--- src/rtl/alu_mc.sv ---
// Multi-cycle ALU for the execute stage: one operation in flight, valid/ready on both sides,
// iterative restoring divider and counted-latency multiplier behind a registered result.
module alu_mc #(
  parameter int unsigned WIDTH      = 32,
  parameter int unsigned MUL_CYCLES = 3
) (
  input  logic             clk,
  input  logic             rst,
  input  logic             flush,
  input  logic             in_valid,
  output logic             in_ready,
  input  logic [3:0]       alu_op,
  input  logic [WIDTH-1:0] op1,
  input  logic [WIDTH-1:0] op2,
  output logic             out_valid,
  input  logic             out_ready,
  output logic [WIDTH-1:0] alu_result
);

  localparam int unsigned ShW    = $clog2(WIDTH);
  localparam int unsigned CntMax = (WIDTH > MUL_CYCLES) ? WIDTH : MUL_CYCLES;
  localparam int unsigned CntW   = $clog2(CntMax + 1);

  typedef enum logic [1:0] {StIdle, StBusy, StDone} state_e;

  state_e            state_q, state_d;
  logic [CntW-1:0]   cnt_q, cnt_d;
  logic [WIDTH-1:0]  quot_q, quot_d;
  logic [WIDTH-1:0]  rem_q, rem_d;
  logic [WIDTH-1:0]  dvsr_q, dvsr_d;
  logic              qneg_q, qneg_d;
  logic              rneg_q, rneg_d;
  logic              is_div_q, is_div_d;
  logic              is_rem_q, is_rem_d;
  logic [WIDTH-1:0]  alu_result_q, alu_result_d;
  logic              out_valid_q, out_valid_d;

  logic                      accept;
  logic [ShW-1:0]            shamt;
  logic [WIDTH-1:0]          simple_res;
  logic signed [2*WIDTH-1:0] mul_a, mul_b, prod;
  logic [WIDTH-1:0]          mul_res;
  logic [WIDTH-1:0]          mag1, mag2;
  logic [WIDTH:0]            trial;
  logic [WIDTH-1:0]          quot_step, rem_step;
  logic [WIDTH-1:0]          quot_fin, rem_fin;

  assign in_ready   = !flush && (state_q == StIdle || (state_q == StDone && out_ready));
  assign accept     = in_valid && in_ready;
  assign out_valid  = out_valid_q;
  assign alu_result = alu_result_q;
  assign shamt      = op2[ShW-1:0];

  always_comb begin
    simple_res = '0;
    case (alu_op)
      4'b0000: simple_res = op1 << shamt;
      4'b0001: simple_res = op1 >> shamt;
      4'b0010: simple_res = $signed(op1) >>> shamt;
      4'b0011: simple_res = op1 + op2;
      4'b0100: simple_res = op1 - op2;
      4'b0101: simple_res = op1 & op2;
      4'b0110: simple_res = op1 | op2;
      4'b0111: simple_res = op1 ^ op2;
      4'b1000: simple_res = {{(WIDTH-1){1'b0}}, $signed(op1) < $signed(op2)};
      4'b1001: simple_res = {{(WIDTH-1){1'b0}}, op1 == op2};
      4'b1010: simple_res = {{(WIDTH-1){1'b0}}, op1 != op2};
      4'b1011: simple_res = {{(WIDTH-1){1'b0}}, op1 < op2};
      default: simple_res = '0;
    endcase
  end

  // Product is formed at accept; the counter only models the multiplier latency.
  assign mul_a   = {{WIDTH{op1[WIDTH-1]}}, op1};
  assign mul_b   = {{WIDTH{op2[WIDTH-1]}}, op2};
  assign prod    = mul_a * mul_b;
  assign mul_res = alu_op[0] ? prod[2*WIDTH-1:WIDTH] : prod[WIDTH-1:0];

  assign mag1 = op1[WIDTH-1] ? -op1 : op1;
  assign mag2 = op2[WIDTH-1] ? -op2 : op2;

  // One restoring step; rem_q never has its MSB set, so the shifted value fits WIDTH+1 bits.
  assign trial     = {rem_q, quot_q[WIDTH-1]} - {1'b0, dvsr_q};
  assign rem_step  = trial[WIDTH] ? {rem_q[WIDTH-2:0], quot_q[WIDTH-1]} : trial[WIDTH-1:0];
  assign quot_step = {quot_q[WIDTH-2:0], ~trial[WIDTH]};
  assign quot_fin  = qneg_q ? -quot_step : quot_step;
  assign rem_fin   = rneg_q ? -rem_step : rem_step;

  always_comb begin
    state_d      = state_q;
    cnt_d        = cnt_q;
    quot_d       = quot_q;
    rem_d        = rem_q;
    dvsr_d       = dvsr_q;
    qneg_d       = qneg_q;
    rneg_d       = rneg_q;
    is_div_d     = is_div_q;
    is_rem_d     = is_rem_q;
    alu_result_d = alu_result_q;
    out_valid_d  = out_valid_q;

    unique case (state_q)
      StIdle: begin
      end
      StBusy: begin
        cnt_d = cnt_q - CntW'(1);
        if (is_div_q) begin
          quot_d = quot_step;
          rem_d  = rem_step;
        end
        if (cnt_q == CntW'(1)) begin
          state_d      = StDone;
          out_valid_d  = 1'b1;
          alu_result_d = is_div_q ? (is_rem_q ? rem_fin : quot_fin) : quot_q;
        end
      end
      StDone: begin
        if (out_ready) begin
          state_d     = StIdle;
          out_valid_d = 1'b0;
        end
      end
      default: state_d = StIdle;
    endcase

    if (accept) begin
      if (alu_op[3:2] != 2'b11) begin
        state_d      = StDone;
        out_valid_d  = 1'b1;
        alu_result_d = simple_res;
      end else if (!alu_op[1]) begin
        is_div_d = 1'b0;
        quot_d   = mul_res;
        if (MUL_CYCLES == 1) begin
          state_d      = StDone;
          out_valid_d  = 1'b1;
          alu_result_d = mul_res;
        end else begin
          state_d     = StBusy;
          out_valid_d = 1'b0;
          cnt_d       = CntW'(MUL_CYCLES - 1);
        end
      end else begin
        // Divide-by-zero keeps the all-ones raw quotient; overflow falls out of the magnitudes.
        state_d     = StBusy;
        out_valid_d = 1'b0;
        cnt_d       = CntW'(WIDTH);
        is_div_d    = 1'b1;
        is_rem_d    = alu_op[0];
        quot_d      = mag1;
        rem_d       = '0;
        dvsr_d      = mag2;
        qneg_d      = (op1[WIDTH-1] ^ op2[WIDTH-1]) && (op2 != '0);
        rneg_d      = op1[WIDTH-1];
      end
    end

    if (flush) begin
      state_d     = StIdle;
      out_valid_d = 1'b0;
    end
  end

  always_ff @(posedge clk) begin
    if (rst) begin
      state_q      <= StIdle;
      cnt_q        <= '0;
      quot_q       <= '0;
      rem_q        <= '0;
      dvsr_q       <= '0;
      qneg_q       <= 1'b0;
      rneg_q       <= 1'b0;
      is_div_q     <= 1'b0;
      is_rem_q     <= 1'b0;
      alu_result_q <= '0;
      out_valid_q  <= 1'b0;
    end else begin
      state_q      <= state_d;
      cnt_q        <= cnt_d;
      quot_q       <= quot_d;
      rem_q        <= rem_d;
      dvsr_q       <= dvsr_d;
      qneg_q       <= qneg_d;
      rneg_q       <= rneg_d;
      is_div_q     <= is_div_d;
      is_rem_q     <= is_rem_d;
      alu_result_q <= alu_result_d;
      out_valid_q  <= out_valid_d;
    end
  end

endmodule

--- config.mk ---
export PLATFORM = sky130hd
export DESIGN_NAME = alu_mc
export DESIGN_NICKNAME = d
export VERILOG_FILES = /design/src/rtl/alu_mc.sv
export SDC_FILE = /design/constraint.sdc
export NUM_CORES = 2
export LEC_CHECK = 0
export BUFFER_PORTS_ARGS = -buffer_cell sky130_fd_sc_hd__buf_2
export CORE_ASPECT_RATIO = 1.75
export CORE_MARGIN = 2
export CORE_UTILIZATION = 40
export CTS_BUF_LIST = sky130_fd_sc_hd__clkbuf_2 sky130_fd_sc_hd__clkbuf_4 sky130_fd_sc_hd__clkbuf_8
export CTS_CLUSTER_DIAMETER = 40
export DETAILED_ROUTE_END_ITERATION = 8
export PLACE_DENSITY = 0.66
export SYNTH_ARGS = -nofsm -noshare
export SYNTH_HDL_FRONTEND = slang
export SYNTH_SLANG_ARGS = --single-unit
--- constraint.sdc ---
create_clock -name clk -period 30.3 [get_ports clk]
set_input_delay 7.575 -clock clk [delete_from_list [all_inputs] [get_ports clk]]
set_output_delay 7.575 -clock clk [all_outputs]
set_load 0.02 [all_outputs]
==> summary.txt <==
WHS: 468.0 ps
Postcts setup bufs: 0
Final #Nets: 8068
Die area: 140000 um^2
Slowest cell on crit path: fa_1
Area grow syn2layout: 5.693%
Worst Slack Setup Final: 13520 ps
Fin crit period: 16780 ps
Max Freq: 0.05960 GHz
GR Util met1: 39.21%
Post-DP HPWL: 206400 um
CP arrival: 17210 ps
Initial Util: 40.29%
FILL cells: 13.79k
Syn. warnings: 0
H-tree depth: 4
Synth Flop Type: dfxtp_1
Share of the synthesized area in the top cell type: 39.66%
Yosys reg bits: 141
Post-Syn Instances: 6714
Syn avg cell area: 8.157 um^2
RSZ-0062 raised after global routing: no
Clk Latency, worst-skew pair: 570 ps
Drt drc: 0
DRT iter0 DRCs: 5441
Crit start category: input port
Grt ovf: 0
Port Buffers: 106
Gr usage total: 38.51%
Routed vias/inst: 6.233
# IOs: 107
CTS tree: done
Longest Clk Path Bufs: 2
Critical path peak fanout: 19
Cts bufs inserted: 17
Vias: 52.53k
Initial antenna violation count: 17
Pre-CTS setup slack: 13180 ps
Most common cell in the netlist: inv_1
Number of global-route vias before repair: 55.32k
Core Footprint: 135900 um^2
Gr busiest metal: met2
Most common cell on crit path: fa_1
Synth Cell Area: 54770 um^2
Fin Setup TNS: 0 ps
DR pass1 iterations: 8
Failing checks: max-capacitance violations, max-slew violations
Maxcap violations: 1
Sequential share of the synthesized area: 5.154%
CTS Root Cell: clkbuf_8
Netlist cell types: 102
Row Count: 179
Crit share post-route: 55.38%
Antenna Nets Post-Route: 0
Slowest stage delay, CP: 950 ps
Crit path capture type: register
Met2 Use GR: 62.85%
Total Wirelength: 268300 um
GR Util met3: 10.40%
Hold Vio Cnt, Final: 0
Synth area leader: fa_1
Final Setup Violations: 0
Share of cells above drive strength 1: 6.815%
Commonest cells in the synthesized netlist: inv_1 (1108), fa_1 (1085), nor2_1 (913)
Status: finished with violations
Die height: 493.5 um
Crit path kind: input port to register
Asr flop ratio synth: 0%
Clock-pin slew on the worst setup and hold paths: 100 ps
# clock sinks: 141
Drt wl/cell: 31.84 um
Worst Skew: 32.20 ps
Post-synth EDFFs: 0
CTS Hold Bufs: 0
Ranking of synthesized cells by area: fa_1 (40%), inv_1 (7.6%), ha_1 (7.3%), nor2_1 (6.3%), nand2_1 (5.2%)
Syn nets: 8192
Worst rel slew slack: -10.23%
Die X-Extent: 283.7 um
Final Max Slew Viols: 2
Worst EP required: 30730 ps
GPL Wtd Cong: 1.090
Largest net degree at the start of global routing: 71
Post-CTS Resized: 0
Worst-margin pin slew: 1653 ps
Min-Delay Path Class: register to register
First-pass GRT wire length: 386100 um
[metrics by stage]
stage          utilization (%)  cells  area (um^2)
3_3_place_gp             42.14   8375        57280
5_1_grt                  42.56   8414        57850
6_report                 42.58   8427        57890
2_1_floorplan                -   6714        54770
4_1_cts                  42.47   8407        57730
3_5_place_dp             42.14   8375        57280
[routing by layer]
layer / routed length (um) / vias to the layer above
li1: - / 21300
met1: 83900 / 26400
met2: 124700 / 3434
met3: 25660 / 1376
met4: 33930 / 14
met5: 98 / -
[layout make-up]
class | instances | area [um^2] | share of cell area (%)
sequential | 141 | 2823 | 4.876
clock buffer | 18 | 241.5 | 0.4172
clock inverter | 14 | 207.7 | 0.3588
tap | 1810 | 2265 | 3.912
timing repair buffer | 281 | 1884 | 3.255
antenna | 14 | 35.03 | 0.06052
inverter | 1142 | 4289 | 7.410
multi-input combinational | 5007 | 46140 | 79.71
[cells by family (layout without fill, tap and decap cells)]
kind of cell	after synthesis	in the layout	synth area share, %
multiplexers	128	128	3.294
XOR/XNOR	196	196	3.134
AO/OA/AOI/OAI	1200	1200	14.63
flip-flops	141	141	5.154
AND/OR/NAND/NOR	2078	2078	15.99
other	0	14	0
adder cells (fa/ha/maj)	1405	1405	46.97
buffers and inverters	1566	1455	10.82
[registers in the layout (all words and copies together), names as in the netlist]
signal	cells
rem_q	32
qneg_q	1
rneg_q	1
cnt_q	6
dvsr_q	32
out_valid	1
is_rem_q	1
quot_q	32
is_div_q	1
state_q	2
alu_result	32
[worst max-delay path: cells and delay by family]
kind                       cells  cell delay (ps)
buffers and inverters          6             1870
adders and majority gates      9             5180
and+or+nand+nor                3              720
AOI/OAI and AO/OA              7             1790
[cells in the final DEF (no fill, tap or decap), types with 24 or more instances in the layout]
cell type and n:
a211oi_1 107, a21o_1 60, a21oi_1 290, a221oi_1 43
a31oi_1 43, buf_2 103, buf_4 173, clkinv_1 24
dfxtp_1 141, fa_1 1084, ha_1 320, inv_1 1107
mux2i_1 81, mux4_2 41, nand2_1 758, nand2b_1 26
nand3_1 54, nand4_1 36, nor2_1 908, nor3_1 92
nor4_1 27, o211ai_1 39, o21ai_0 250, o21bai_1 24
o22ai_1 31, o31ai_1 36, or3_1 45, xnor2_1 132
xor2_1 61
[final timing paths]
check | endpoint | startpoint | slack (ps) | depth (start not counted)
setup / recovery | quot_q[29] | op1[31] | 13520 | 25
hold / removal | dvsr_q[0] | dvsr_q[0] | 470 | 2
setup reg to reg | alu_result[30] | quot_q[31] | 23790 | 22
hold reg to reg | dvsr_q[0] | dvsr_q[0] | 470 | 2
Power is left out: the tool's default activity adds up to more than one toggle a clock period on the data nets, which glitch-free logic cannot reach.
